===== src/rtl/dsp_mode_sequencer.sv =====
// dsp_mode_sequencer
// Decides which DSP engine (FIR or TEA) owns the shared Avalon-ST path.
// Mode changes are deferred to packet boundaries. New packets are held off
// at the sink, the active engine is drained of in-flight packets, and only
// then is the new selection loaded. The number of packets in flight is
// capped at MAX_OUTSTANDING.

module dsp_mode_sequencer #(
    parameter int MAX_OUTSTANDING = 4,
    parameter int CNT_W           = 3
) (
    input  logic             clk,
    input  logic             rst_n,
    input  logic             fir_enable_req,
    input  logic             tea_enable_req,
    input  logic             sink_valid,
    input  logic             sink_sop,
    input  logic             sink_eop,
    input  logic             engine_sink_ready,
    output logic             sink_ready_gated,
    input  logic             source_valid,
    input  logic             source_ready,
    input  logic             source_eop,
    output logic             sel_fir,
    output logic             sel_tea,
    output logic             busy,
    output logic             switch_done,
    output logic [CNT_W-1:0] outstanding,
    output logic             err_underflow
);

    typedef enum logic [1:0] {
        ST_IDLE,
        ST_ACTIVE,
        ST_DRAIN,
        ST_SWITCH
    } state_t;

    typedef enum logic [1:0] {
        MODE_NONE,
        MODE_FIR,
        MODE_TEA
    } mode_t;

    localparam logic [CNT_W-1:0] MAX_CNT = CNT_W'(MAX_OUTSTANDING);

    state_t           state;
    state_t           state_next;
    mode_t            req_mode;
    mode_t            cur_mode;
    logic             change_pending;
    logic             sink_acc;
    logic             src_eop_acc;
    logic             in_pkt;
    logic             cnt_inc;
    logic             cnt_dec;
    logic [CNT_W-1:0] cnt_next;
    logic             underflow;

    // Decode the CSR request (FIR has priority) and the current selection.
    // NOTE: every signal driven from always_comb gets a default assignment
    // first so that no path leaves it unassigned and infers a latch.
    always_comb begin
        req_mode = MODE_NONE;
        if (fir_enable_req) begin
            req_mode = MODE_FIR;
        end else if (tea_enable_req) begin
            req_mode = MODE_TEA;
        end

        cur_mode = MODE_NONE;
        if (sel_fir) begin
            cur_mode = MODE_FIR;
        end else if (sel_tea) begin
            cur_mode = MODE_TEA;
        end
    end

    assign change_pending = (req_mode != cur_mode);
    assign sink_acc       = sink_valid & sink_ready_gated;
    assign src_eop_acc    = source_valid & source_ready & source_eop;
    assign cnt_inc        = sink_acc & sink_sop;
    assign cnt_dec        = src_eop_acc;

    // Next outstanding count; a decrement at zero clamps and flags underflow.
    always_comb begin
        cnt_next  = outstanding;
        underflow = 1'b0;
        if (cnt_inc && !cnt_dec) begin
            cnt_next = outstanding + CNT_W'(1);
        end else if (cnt_dec && !cnt_inc) begin
            if (outstanding == '0) begin
                underflow = 1'b1;
            end else begin
                cnt_next = outstanding - CNT_W'(1);
            end
        end
    end

    // State register.
    // NOTE: clocked state uses non-blocking assignments so every register
    // samples pre-edge values regardless of process ordering.
    always_ff @(posedge clk or negedge rst_n) begin
        if (!rst_n) begin
            state <= ST_IDLE;
        end else begin
            state <= state_next;
        end
    end

    // Next-state logic: switch only at packet boundaries after a full drain.
    always_comb begin
        state_next = state;
        case (state)
            ST_IDLE: begin
                if (req_mode != MODE_NONE) state_next = ST_SWITCH;
            end
            ST_ACTIVE: begin
                if (change_pending && !in_pkt) state_next = ST_DRAIN;
            end
            ST_DRAIN: begin
                // Uses the post-update count so the last source eop is enough.
                if (cnt_next == '0) state_next = ST_SWITCH;
            end
            ST_SWITCH: begin
                state_next = (req_mode == MODE_NONE) ? ST_IDLE : ST_ACTIVE;
            end
            default: state_next = ST_IDLE;
        endcase
    end

    // State-derived outputs: busy flag and the upstream ready gate.
    always_comb begin
        busy             = (state == ST_DRAIN) || (state == ST_SWITCH);
        sink_ready_gated = engine_sink_ready && (state == ST_ACTIVE) &&
                           (in_pkt || (!change_pending && (outstanding < MAX_CNT)));
    end

    // Selection register, loaded only in SWITCH, plus the done pulse.
    always_ff @(posedge clk or negedge rst_n) begin
        if (!rst_n) begin
            sel_fir     <= 1'b0;
            sel_tea     <= 1'b0;
            switch_done <= 1'b0;
        end else begin
            switch_done <= (state == ST_SWITCH);
            if (state == ST_SWITCH) begin
                sel_fir <= (req_mode == MODE_FIR);
                sel_tea <= (req_mode == MODE_TEA);
            end
        end
    end

    // Packet tracking: mid-packet flag, outstanding count, sticky underflow.
    always_ff @(posedge clk or negedge rst_n) begin
        if (!rst_n) begin
            in_pkt        <= 1'b0;
            outstanding   <= '0;
            err_underflow <= 1'b0;
        end else begin
            if (sink_acc && sink_eop) begin
                in_pkt <= 1'b0;
            end else if (sink_acc && sink_sop) begin
                in_pkt <= 1'b1;
            end
            outstanding <= cnt_next;
            if (underflow) err_underflow <= 1'b1;
        end
    end

endmodule


===== config.mk =====
export PLATFORM = sky130hd
export DESIGN_NAME = dsp_mode_sequencer
export DESIGN_NICKNAME = d
export VERILOG_FILES = /design/src/rtl/dsp_mode_sequencer.sv
export SDC_FILE = /design/constraint.sdc
export NUM_CORES = 1
export LEC_CHECK = 0
export ABC_AREA = 1
export CAP_MARGIN = 20
export CORE_MARGIN = 2
export CORE_UTILIZATION = 47
export CTS_BUF_LIST = sky130_fd_sc_hd__clkbuf_8
export DETAILED_ROUTE_END_ITERATION = 8
export PLACE_DENSITY_LB_ADDON = 0.2
export SYNTH_ARGS = -nofsm -noshare
export SYNTH_HDL_FRONTEND = slang
export SYNTH_SLANG_ARGS = --single-unit
export TNS_END_PERCENT = 20

===== constraint.sdc =====
create_clock -name clk -period 1.9 [get_ports clk]
set_clock_uncertainty 0.15 [all_clocks]
set_input_delay 0.57 -clock clk [delete_from_list [all_inputs] [get_ports clk]]
set_output_delay 0.57 -clock clk [all_outputs]
set_load 0.1 [all_outputs]

# Word level (Yosys, flattened, before mapping)
# Index checks and enable logic that the tools add are counted.
word_totals:
  register_bits: 10
  latch_bits: 0
  ramBits: 0
  rom_bits: 0
  input_bits: 11
  wordCells: 61
  mem_count: 0
classes:
  addsub: 2
  mul: 0
  n_div: 0
  magnitude_cmp: 1
  n_eq_ne: 9
  shifts: 0
  mux: 17
  bitwise_logic: 4
  n_reduce_logical: 21
ops:
  columns: ["operator", "n"]
  rows:
  - ["$mux 2", 7]
  - ["$mux 3", 3]
  - ["$logic_and 1x1->1", 8]
  - ["$pmux 2 s4", 1]
  - ["$eq 2x2->1 const B", 3]
  - ["$logic_not 3->1", 2]
  - ["$mux 1", 6]
  - ["$ne 2x2->1 const B", 3]
  - ["$and 1x1->1", 4]
  - ["$eq 2x1->1 const B", 2]
  - ["$logic_not 1->1", 4]
  - ["$logic_not 2->1", 2]
  - ["$reduce_bool 2->1", 2]
  - ["$add 3x1->3 const B", 1]
  - ["$lt 3x3->1 const B", 1]
  - ["$reduce_and 3->1", 1]
  - ["$sub 3x1->3 const B", 1]
  - ["$logic_or 1x1->1", 2]
  - ["$ne 2x2->1", 1]

# Logic depth before layout (Yosys ltp)
logic_depth:
  word_depth: 16
  depth_mapped: 12
  depth_no_buf: 12

# Worst setup path before layout
# No wires, ideal clock.
synth_path:
  path_type: "flip-flop to flip-flop"
  startpoint: "register sel_tea"
  endpoint: "register state[0]"
  setup_time_ps: 120
  arrival_ps: 2363
  t_required_ps: 1630
  path_slack_ps: -733
  stages_incl_launch_ff: 13
  period_less_slack_ps: 2633
  path_cell_list: "dfrtp_1 -> inv_1 -> nand2_1 -> nand3_2 -> nand2_1 -> and3_2 -> nand4_2 -> inv_1 -> nand2_1 -> nand2_1 -> inv_2 -> nand3_2 -> nand2_1"
synth_between:
  elab_chain_cells: 16
synth_lines:
  columns: ["element", "line_no", "source"]
  rows:
  - ["start, declared", "25", "output logic sel_tea,"]
  - ["start signal, assigned", "149", "sel_tea <= (req_mode == MODE_TEA);"]
  - ["$mux 2 (*)", "74", "end else if (sel_tea) begin"]
  - ["$mux 2 (*)", "72", "if (sel_fir) begin"]
  - ["$ne 2x2->1 (*)", "79", "assign change_pending = (req_mode != cur_mode);"]
  - ["$logic_not 1->1 (*)", "136", "(in_pkt || (!change_pending && (outstanding < MAX_CNT)));"]
  - ["$logic_and 1x1->1 (*)", "136", null]
  - ["$logic_or 1x1->1 (*)", "136", null]
  - ["$logic_and 1x1->1 (*)", "135", "sink_ready_gated = engine_sink_ready && (state == ST_ACTIVE) &&"]
  - ["named net sink_ready_gated", "20", "output logic sink_ready_gated,"]
  - ["(+2 left out)", null, null]
  - ["$logic_not 1->1", "91", "end else if (cnt_dec && !cnt_inc) begin"]
  - ["$logic_and 1x1->1", "91", null]
  - ["$mux 3", "91", null]
  - ["$mux 3 (*)", "89", "if (cnt_inc && !cnt_dec) begin"]
  - ["named net cnt_next[1]", "57", "logic [CNT_W-1:0] cnt_next;"]
  - ["$logic_not 3->1 (*)", "123", "if (cnt_next == '0) state_next = ST_SWITCH;"]
  - ["$ne 2x2->1 (no source line) (*)", null, null]
  - ["$reduce_and 3->1 (no source line) (*)", null, null]
  - ["end signal, assigned", "107", "state <= state_next;"]
  - ["end, declared", "47", "state_t state;"]
# Mark *: on every way through the listed nets, which the timed path passes. The rest lies on a longest branch.
# A chain may end at the register's enable or synchronous reset.

# Worst setup path after layout
layout_path:
  startpoint: "input port engine_sink_ready"
  endpoint: "output port sink_ready_gated"
layout_between:
  elab_chain_cells: 2
layout_lines:
  columns: ["element", "line_no", "source"]
  rows:
  - ["start, declared", "19", "input logic engine_sink_ready,"]
  - ["$logic_and 1x1->1 (2 in a row)", "135", null]
  - ["end, declared", "20", null]
# No other way between the ends.

==> impl_metrics.ini <==
[run]
max_cap_violations = 0

[worst_setup_path]
r2r-end = state[0]$_DFFE_PN0P_
timing.reg2reg.setup_slack_ns = -0.06
crit_fanout = 2
series_of_cell_instances_along_the_critical_path = dlygate4sd2_1, a21boi_2, and3_4, buf_12
r2r_path_start = sel_fir$_DFFE_PN0P_
critical_path.top_delay_family = buffers and inverters
worstSetupStartpointType = input pin
cp.required_ns = 1.18
category_of_the_worst_setup_path_capture_point = primary output
crit_arrival_ns = 1.36
critical-path-slowest-cell = and3_4
critical_path_buf_inv_count = 2
cp_num_cells = 4
rr_worst_depth = 11
max_stage_delay_ns = 0.23
critPathKind = input pin to primary output

[drt]
routed_wl_mm = 1.90
drcViolationCount = 0
first_iter_violations = 11
dr.pass1.iters = 4
via_count = 664
met3_wirelength_um = 68
detail_route.wl_per_cell_um = 14.3
route.layer.met1.wl_um = 787
maxUsedRoutingLayer = met3
post_detailed_route_via_to_cell_ratio = 4.99
met2RoutedLength_mm = 1.04
final_antenna_net_count = 0

[sta]
worst-slew-pin-transition_ns = 0.449
max_freq_mhz = 481
number_of_failing_hold_endpoints_at_the_final_stage = 0
period_share_pct = 109
post-route-worst-setup-slack_ns = -0.178
setup_viol_count_final = 3
maxSlewViolCount = 0
final_period_minus_worst_setup_slack_ns = 2.08
rel_slew_slack_pct = 69.9
finalSetupTns_ns = -0.256
rsz0062_at_grt = true

[yosys]
mappedNetlistArea_um2 = 652
synthesis.nets = 97
synth_most_common_cell = nand2_1
largest_cells_by_area_after_synthesis = dfrtp_1 38%, nand2_1 10%, inv_1 8.1%, ha_1 5.8%, nand4_2 3.8%
mean_area_per_synthesized_cell_um2 = 7.85
ys_seq_area_share_pct = 38.4
synth_edf_count = 0
synth_common_cells = 18 x nand2_1, 14 x inv_1, 10 x dfrtp_1, 6 x nor2_1, 4 x nand3_1
dominantRegCellSynth = dfrtp_1
synth.largest_area_cell = dfrtp_1
yosys.area.top_type_share_pct = 38.4
synth.lib_cells_used.distinct = 25
post_synth_inst_count = 83
ys_ff_latch = 10
share_of_async_settable_or_async_resettable_flops_after_synthesis_pct = 100
ys.warnings.count = 0

[cts]
clk_pin_slew_worst_paths_ns = 0.05
cts.path.max_buffers = 2
numCtsBuffers = 3
clkLatencyLatePin_ns = 0.23
cts_root_buffer = clkbuf_8
cts_tree = built
htreeDepth = 1
clock_sink_count = 10

[die]
core_area_um2 = 1300
die_width_um = 41.2
num_io_pins = 20
start_util_pct = 50.1
std_cell_rows = 13
die_h_um = 41.2
area_enclosed_by_the_die_boundary_um2 = 1700

[global_route]
number_of_antenna_violations_at_the_first_check_in_global_routing = 0
number_of_global_route_vias_before_repair = 659
largest_net_degree_at_the_start_of_global_routing = 11
global_route.usage.total_pct = 25.8
grt_first_pass_wirelength_mm = 2.70
globalRouteOverflowTotal = 0

[worst_hold_path]
hold_path_sink = err_underflow$_DFFE_PN0P_
hold_class = flop to flop
hold_path_depth = 1
hold_start = err_underflow$_DFFE_PN0P_

[placed_design]
detailedPlacementHpwl_mm = 1.41
port_buffers = 19
inst_count_dp = 125
detailed_place.area_um2 = 1040
gp_congestion = 0.813

[status]
failing_checks = setup timing
run_status = complete, but fails checks

[cells_and_area]
layout.cell_area.non_filler_um2 = 1130
layout-drive-gt1-share_pct = 45.8
antenna_cells = 0
layout-area-overhead-vs-synth_pct = 72.9
finish.cell_count_without_fillers = 133
fillerInstances = 72
finish.net_count = 133
[cell families after synthesis]
family                   after synthesis  synth area share [%]
AND/OR/NAND/NOR                       43                  35.1
buffers and inverters                 17                  9.79
flip-flops                            10                  38.4
AO/OA/AOI/OAI                          9                  9.60
adder cells (fa/ha/maj)                3                  5.76
XOR/XNOR                               1                  1.34
[layer usage]
| metal | up-vias | GRT usage (%) |
|---|---|---|
| met5 | - | 0 |
| li1 | 334 | - |
| met4 | 0 | 7.26 |
| met1 | 314 | 28.7 |
| met2 | 16 | 48.8 |
| met3 | 0 | 4.89 |
[worst reg2reg max path, cell delays in order, from the launching register on]
cell and delay (ns):
dfrtp_4 0.50, nor2_4 0.09, nand3_2 0.08, buf_4 0.14, a21oi_2 0.19, nand4_2 0.18, nand3b_1 0.16, nand3_1 0.10
nand2_1 0.10, inv_2 0.04, nand3_2 0.06, nand2_1 0.04
[how the worst max path moves through the flow]
| stage | startpoint | to | slack [ns] |
|---|---|---|---|
| 4_1_cts | sel_fir$_DFFE_PN0P_ | sink_ready_gated | -0.19 |
| 2_1_floorplan | sel_fir$_DFFE_PN0P_ | state[0]$_DFFE_PN0P_ | -0.14 |
| 3_5_place_dp | tea_enable_req | sink_ready_gated | -0.57 |
| 5_1_grt | sel_fir$_DFFE_PN0P_ | sink_ready_gated | -0.21 |
| 6_report | engine_sink_ready | sink_ready_gated | -0.18 |
| 3_3_place_gp | tea_enable_req | sink_ready_gated | -0.50 |
[final cells by class]
class                      instances  area [um^2]  share of cell area (%)
clock buffer                       4         55.1                    4.88
sequential                        10          265                    23.5
timing repair buffer              32          367                    32.5
tap                               15         18.8                    1.66
multi-input combinational         56          362                    32.1
inverter                          16         60.1                    5.33
[sequential cells by signal (all words and copies together), names as in the netlist]
register and flops:
outstanding 3, sel_tea 1, err_underflow 1, switch_done 1, sel_fir 1, in_pkt 1
state 2
[timing repair]
action,CTS,global route
buffers inserted,3,1
resized for setup,10,2
endpoints found under the setup margin,6,3
hold buffers,0,0
pin swaps,2,2
endpoints found under the hold margin,0,0
[per-stage QoR]
step | utilization [%] | setup slack, ns | hold slack, ns
2_1_floorplan | - | -0.143 | 0.124
3_3_place_gp | 80.3 | -0.502 | 0.393
3_5_place_dp | 80.3 | -0.565 | 0.394
4_1_cts | 85.8 | -0.193 | 0.405
5_1_grt | 86.6 | -0.211 | 0.450
6_report | 86.6 | -0.178 | 0.399
[layout by cell type, fill, tap and decap left out]
cell type,Yosys,layout
inv_1,14,12
nor3_1,2,2
nand4_4,0,1
buf_12,0,9
buf_4,0,13
inv_2,2,4
nand4_2,2,1
clkdlybuf4s50_1,0,7
dfrtp_4,0,3
dfrtp_1,10,4
ha_1,3,3
o21ai_1,1,1
nor2_1,6,6
and3_4,0,1
nand3_1,4,4
dfrtp_2,0,3
clkbuf_8,0,4
a21boi_2,0,1
or2_2,2,2
dlygate4sd2_1,0,1
a21oi_2,2,2
nand2_2,3,4
o21bai_1,1,1
a32oi_1,1,1
nand3_2,2,2
nand3b_1,1,1
nor2_4,1,2
xnor2_1,1,1
a31oi_1,1,1
buf_2,0,2
nand2_1,18,17
o21ai_0,2,2
Power is not shown: default switching activity piles up to over one toggle a cycle in this logic, so the estimate is an artifact.
